**config.mk**
```make
export PLATFORM = sky130hd
export DESIGN_NAME = pipeline_hazard_ctrl
export DESIGN_NICKNAME = d
export VERILOG_FILES = /design/src/rtl/pipe_ctrl_pkg.sv /design/src/rtl/sat_counter.sv /design/src/rtl/pipeline_hazard_ctrl.sv
export SDC_FILE = /design/constraint.sdc
export NUM_CORES = 1
export LEC_CHECK = 0
export CORE_ASPECT_RATIO = 1.5
export CORE_MARGIN = 2
export CORE_UTILIZATION = 45
export DETAILED_ROUTE_END_ITERATION = 8
export PLACE_DENSITY = 0.88
export RECOVER_POWER = 100
export SYNTH_ARGS = -nofsm -noshare
export SYNTH_HDL_FRONTEND = slang
export SYNTH_SLANG_ARGS = --single-unit
```
**constraint.sdc**
```tcl
create_clock -name clk -period 2.2 [get_ports clk]
set_input_delay 0.33 -clock clk [delete_from_list [all_inputs] [get_ports clk]]
set_output_delay 0.33 -clock clk [all_outputs]
set_load 0.05 [all_outputs]
```
**src/rtl/pipe_ctrl_pkg.sv**
```systemverilog
// rtl/pipe_ctrl_pkg.sv - shared types and stage indices for the pipeline hazard controller
package pipe_ctrl_pkg;

  typedef enum logic [1:0] {
    RUN      = 2'd0,
    MEM_WAIT = 2'd1,
    MDU_WAIT = 2'd2
  } state_e;

  localparam int NUM_STAGES = 4;

  localparam int STG_IF_ID  = 0;
  localparam int STG_ID_EX  = 1;
  localparam int STG_EX_MEM = 2;
  localparam int STG_MEM_WB = 3;

endpackage

```
**src/rtl/sat_counter.sv**
```systemverilog
// rtl/sat_counter.sv - saturating up-counter with synchronous clear
module sat_counter #(
  parameter int WIDTH = 32
) (
  input  logic             clk,
  input  logic             reset,
  input  logic             clr,
  input  logic             inc,
  output logic [WIDTH-1:0] q
);

  logic [WIDTH-1:0] q_q;
  logic [WIDTH-1:0] q_d;

  always_comb begin
    q_d = q_q;
    if (clr) begin
      q_d = '0;
    end else if (inc && (q_q != {WIDTH{1'b1}})) begin
      q_d = q_q + 1'b1;
    end
  end

  always_ff @(posedge clk or negedge reset) begin
    if (!reset) begin
      q_q <= '0;
    end else begin
      q_q <= q_d;
    end
  end

  assign q = q_q;

endmodule

```
**src/rtl/pipeline_hazard_ctrl.sv**
```systemverilog
// rtl/pipeline_hazard_ctrl.sv - per-stage stall/flush sequencer with stall and flush performance counters
module pipeline_hazard_ctrl
  import pipe_ctrl_pkg::*;
#(
  parameter int REG_ADDR_W = 5,
  parameter int CNT_W      = 32
) (
  input  logic                  clk,
  input  logic                  reset,
  input  logic [REG_ADDR_W-1:0] id_rs1,
  input  logic [REG_ADDR_W-1:0] id_rs2,
  input  logic                  id_uses_rs1,
  input  logic                  id_uses_rs2,
  input  logic [REG_ADDR_W-1:0] ex_rd,
  input  logic                  ex_is_load,
  input  logic                  ex_reg_write,
  input  logic                  ex_branch_taken,
  input  logic                  ex_mdu_start,
  input  logic                  mdu_done,
  input  logic                  mem_req,
  input  logic                  mem_ready,
  input  logic                  trap,
  input  logic                  cnt_clear,
  output logic                  pc_stall,
  output logic [NUM_STAGES-1:0] stall,
  output logic [NUM_STAGES-1:0] flush,
  output logic [CNT_W-1:0]      stall_cycles,
  output logic [CNT_W-1:0]      flush_events
);

  state_e                state_q;
  state_e                state_d;
  logic                  pc_stall_c;
  logic [NUM_STAGES-1:0] stall_c;
  logic [NUM_STAGES-1:0] flush_c;
  logic                  load_use;

  assign load_use = ex_is_load && ex_reg_write && (ex_rd != '0) &&
                    ((id_uses_rs1 && (id_rs1 == ex_rd)) ||
                     (id_uses_rs2 && (id_rs2 == ex_rd)));

  always_comb begin
    state_d    = state_q;
    pc_stall_c = 1'b0;
    stall_c    = '0;
    flush_c    = '0;

    if (trap) begin
      flush_c = '1;
      state_d = RUN;
    end else begin
      unique case (state_q)
        RUN: begin
          if (mem_req && !mem_ready) begin
            pc_stall_c             = 1'b1;
            stall_c[STG_IF_ID]     = 1'b1;
            stall_c[STG_ID_EX]     = 1'b1;
            stall_c[STG_EX_MEM]    = 1'b1;
            flush_c[STG_MEM_WB]    = 1'b1;
            state_d                = MEM_WAIT;
          end else if (ex_mdu_start && !mdu_done) begin
            pc_stall_c             = 1'b1;
            stall_c[STG_IF_ID]     = 1'b1;
            stall_c[STG_ID_EX]     = 1'b1;
            flush_c[STG_EX_MEM]    = 1'b1;
            state_d                = MDU_WAIT;
          end else if (ex_branch_taken) begin
            // wrong-path IF and ID instructions are squashed, even a load-use victim
            flush_c[STG_IF_ID]     = 1'b1;
            flush_c[STG_ID_EX]     = 1'b1;
          end else if (load_use) begin
            pc_stall_c             = 1'b1;
            stall_c[STG_IF_ID]     = 1'b1;
            flush_c[STG_ID_EX]     = 1'b1;
          end
        end
        MEM_WAIT: begin
          if (!mem_ready) begin
            pc_stall_c             = 1'b1;
            stall_c[STG_IF_ID]     = 1'b1;
            stall_c[STG_ID_EX]     = 1'b1;
            stall_c[STG_EX_MEM]    = 1'b1;
            flush_c[STG_MEM_WB]    = 1'b1;
          end else begin
            state_d                = RUN;
          end
        end
        MDU_WAIT: begin
          // MEM already carries a bubble here, so memory requests are not honoured
          if (!mdu_done) begin
            pc_stall_c             = 1'b1;
            stall_c[STG_IF_ID]     = 1'b1;
            stall_c[STG_ID_EX]     = 1'b1;
            flush_c[STG_EX_MEM]    = 1'b1;
          end else begin
            state_d                = RUN;
          end
        end
        default: state_d = RUN;
      endcase
    end
  end

  always_ff @(posedge clk or negedge reset) begin
    if (!reset) begin
      state_q <= RUN;
    end else begin
      state_q <= state_d;
    end
  end

  assign pc_stall = reset ? pc_stall_c : 1'b0;
  assign stall    = reset ? stall_c    : '0;
  assign flush    = reset ? flush_c    : '0;

  sat_counter #(.WIDTH(CNT_W)) u_stall_cnt (
    .clk   (clk),
    .reset (reset),
    .clr   (cnt_clear),
    .inc   (pc_stall || (|stall)),
    .q     (stall_cycles)
  );

  sat_counter #(.WIDTH(CNT_W)) u_flush_cnt (
    .clk   (clk),
    .reset (reset),
    .clr   (cnt_clear),
    .inc   (|flush),
    .q     (flush_events)
  );

endmodule

```
==> flow_metrics.env <==
export IMPL_dp_final_hpwl_um=8150
export IMPL_first_global_vias=4062
export IMPL_clk_pin_slew_worst_paths_ps=50
export IMPL_layout_nets=617
export IMPL_yosys_most_used_dff="dfrtp_1"
export IMPL_n_antenna_cell=0
export IMPL_max_stage_delay_ps=480
export IMPL_coreArea_sq_mm=0.00888
export IMPL_final_setup_tns_ps=-12.9
export IMPL_async_reset_ff_share_pct=100
export IMPL_total_leakage_power_nw=2.75
export IMPL_met2WireLength_um=6730
export IMPL_fin_util_pct=71.3
export IMPL_die_height_um=121
export IMPL_synth_cell_types=56
export IMPL_die_area_sq_mm=0.00995
export IMPL_antenna_found_initial=0
export IMPL_stdcell_count=702
export IMPL_violations="setup timing"
export IMPL_synth_edf_count=0
export IMPL_drt_initial_drc_count=368
export IMPL_rsz0062_at_grt="yes"
export IMPL_cts_buffers=9
export IMPL_setup_viol=3
export IMPL_wl_per_cell_um=17.6
export IMPL_synth_top_cell_area_share_pct=40.1
export IMPL_timing_final_ws_setup_ps=-5.97
export IMPL_end_kind="flop"
export IMPL_ant_nets=0
export IMPL_yosys_area_top_type="dfrtp_1"
export IMPL_place_area_sq_mm=0.00562
export IMPL_fill_cells=615
export IMPL_ir_drop_mv=0.441
export IMPL_cp_slowest_cell="clkdlybuf4s50_1"
export IMPL_highest_layer="met4"
export IMPL_critPathLaunchType="input port"
export IMPL_ys_seq_elements=66
export IMPL_path_class="in2reg"
export IMPL_die_x_um=82.1
export IMPL_crit_path_start="ex_mdu_start"
export IMPL_netlist_area_sq_mm=0.00412
export IMPL_postSynthCellCount=448
export IMPL_cap_violations=0
export IMPL_worst_pin_slew_ps=893
export IMPL_slew_violations=0
export IMPL_portBuffers=99
export IMPL_worstHoldPathType="in2reg"
export IMPL_htreeDepth=3
export IMPL_cts_sinks=66
export IMPL_place_inst=671
export IMPL_vias_per_cell=5.82
export IMPL_dr_pass1_iters=5
export IMPL_min_delay_start="mdu_done"
export IMPL_synth_area_leaders="dfrtp_1 40%, xnor2_1 7.9%, nor2_1 5.6%"
export IMPL_grt_ovfl_total=0
export IMPL_grt_max_degree=65
export IMPL_hold_ws_ps=311
export IMPL_vias=4085
export IMPL_ys_top_cells_by_count="66 x dfrtp_1, 62 x nor2_1, 37 x xnor2_1, 26 x nand3_1, 25 x nand2_1"
export IMPL_clock_latency_ps=340
export IMPL_routed_wl_um=12300
export IMPL_critPathMaxFanout=6
export IMPL_relSlewSlack_pct=40.5
export IMPL_grt_pass1_wl_um=19300
export IMPL_row_count=42
export IMPL_yosysWarnings=0
export IMPL_reg2reg_from="u_stall_cnt.q[3]"
export IMPL_met3_length_um=654
export IMPL_outcome="finished, violations left"
export IMPL_cts_buffer_depth=2
export IMPL_preCtsSetupSlack_ps=-412
export IMPL_start_util_pct=46.4
export IMPL_wl_met1_um=4620
export IMPL_min_period_ps=2210
export IMPL_gp_congestion=0.915
export IMPL_grt_usage_pct=25.0
export IMPL_ff2ff_setup_slack_ps=20
export IMPL_cts_tree="yes"
export IMPL_synth_fp_nets=478
export IMPL_yosysSeqAreaShare_pct=40.1
export IMPL_p_per_area_mw_per_mm2=478
export IMPL_cp_required_ps=2420
export IMPL_postLayoutCellArea_sq_mm=0.00633
export IMPL_power_mw=3.03
export IMPL_crit_chain="clkdlybuf4s50_1 -> nand2b_1 -> and3_4 -> a21o_1 -> o31ai_4 -> a21boi_4 -> buf_4 -> nand3_1 -> mux2_2"
export IMPL_yosysMostFrequentCell="dfrtp_1"
export IMPL_avgSynthCellArea_sq_um=9.20
export IMPL_drc=0
export IMPL_cp_arrival_ps=2420
export IMPL_drive_gt1_share_pct=33.1
export IMPL_fin_crit_sh_pct=100
export IMPL_fmax_mhz=453
export IMPL_ios=101
export IMPL_cts_root_buf="clkbuf_16"
export IMPL_synthToLayoutAreaGrowth_pct=53.6
export IMPL_skew_ps=4.06
export IMPL_hold_viol_final=0
report_power, final:
part	internal (mW)	total (mW)	switching, mW
sequential	1.22	1.24	0.0140
combinational	0.176	0.407	0.231
clock	0.874	1.38	0.508
final timing paths:
path	end	cells after the start
min in group asynchronous	state_q[1]	3
hold / removal	state_q[1]	3
max in group asynchronous	u_stall_cnt.q[2]	4
hold reg to reg	u_stall_cnt.q[24]	2
setup / recovery	u_flush_cnt.q[19]	9
setup reg to reg	u_stall_cnt.q[18]	7
sequential cells by signal, indices dropped and copies added, names as in the netlist:
| signal | count |
|---|---|
| u_stall_cnt.q | 32 |
| u_flush_cnt.q | 32 |
| state_q | 2 |
per-layer routing:
| layer | vias up | track usage (%) |
|---|---|---|
| li1 | 1872 | - |
| met1 | 2006 | 29.4 |
| met2 | 176 | 43.8 |
| met3 | 31 | 4.76 |
| met4 | 0 | 10.0 |
| met5 | - | 0 |
what timing repair did:
item,in CTS,in global routing
hold endpoints to repair,2,0
endpoints found under the setup margin,16,53
cloned,1,1
pin swaps,8,28
resized for setup,24,54
setup buffers,4,10
hold buffers,1,0
placed cells by master, fill, tap and decap left out, types with 6 or more instances in the layout:
cell type / netlist / routed
clkbuf_16: 0 / 10
buf_4: 5 / 40
nor4_4: 2 / 9
nor4_2: 2 / 6
nand2_1: 25 / 25
inv_1: 9 / 9
nand4_1: 24 / 24
o21ai_0: 8 / 7
a21oi_1: 20 / 16
and2_1: 8 / 7
dlygate4sd3_1: 0 / 62
or3_1: 6 / 6
dfrtp_2: 0 / 43
buf_12: 0 / 8
nand3_1: 26 / 24
and3_1: 14 / 13
xnor2_1: 37 / 34
clkdlybuf4s50_1: 0 / 11
dfrtp_1: 66 / 23
dlymetal6s2s_1: 0 / 11
nor2_1: 62 / 60
mux2_2: 15 / 15
nor2b_1: 18 / 17
cell type report:
type | count | area [sq um] | share of cell area [%]
clock buffer | 13 | 240 | 3.80
multi-input combinational | 351 | 2660 | 42.1
timing repair buffer | 149 | 1500 | 23.7
clock inverter | 3 | 40.0 | 0.633
inverter | 10 | 45.0 | 0.712
sequential | 66 | 1710 | 26.9
tap | 110 | 138 | 2.17
critical path: cells and delay by family:
kind | cells | cell delay [ps]
multiplexers | 1 | 340
buffers and inverters | 2 | 660
AO/OA/AOI/OAI | 3 | 740
AND/OR/NAND/NOR | 3 | 360
cells by family (layout without fill, tap and decap cells):
group	Yosys count	in the layout	share of synthesized area (%)
AOI/OAI and AO/OA	50	50	8.72
xor gates and xnor gates	39	39	8.29
adders and majority gates	2	2	0.607
buffers and inverters	31	175	3.92
DFF	66	66	40.1
muxes	18	18	4.95
other	1	1	0.0910
and+or+nand+nor	241	241	33.3
(Power assumes the default switching activity.)
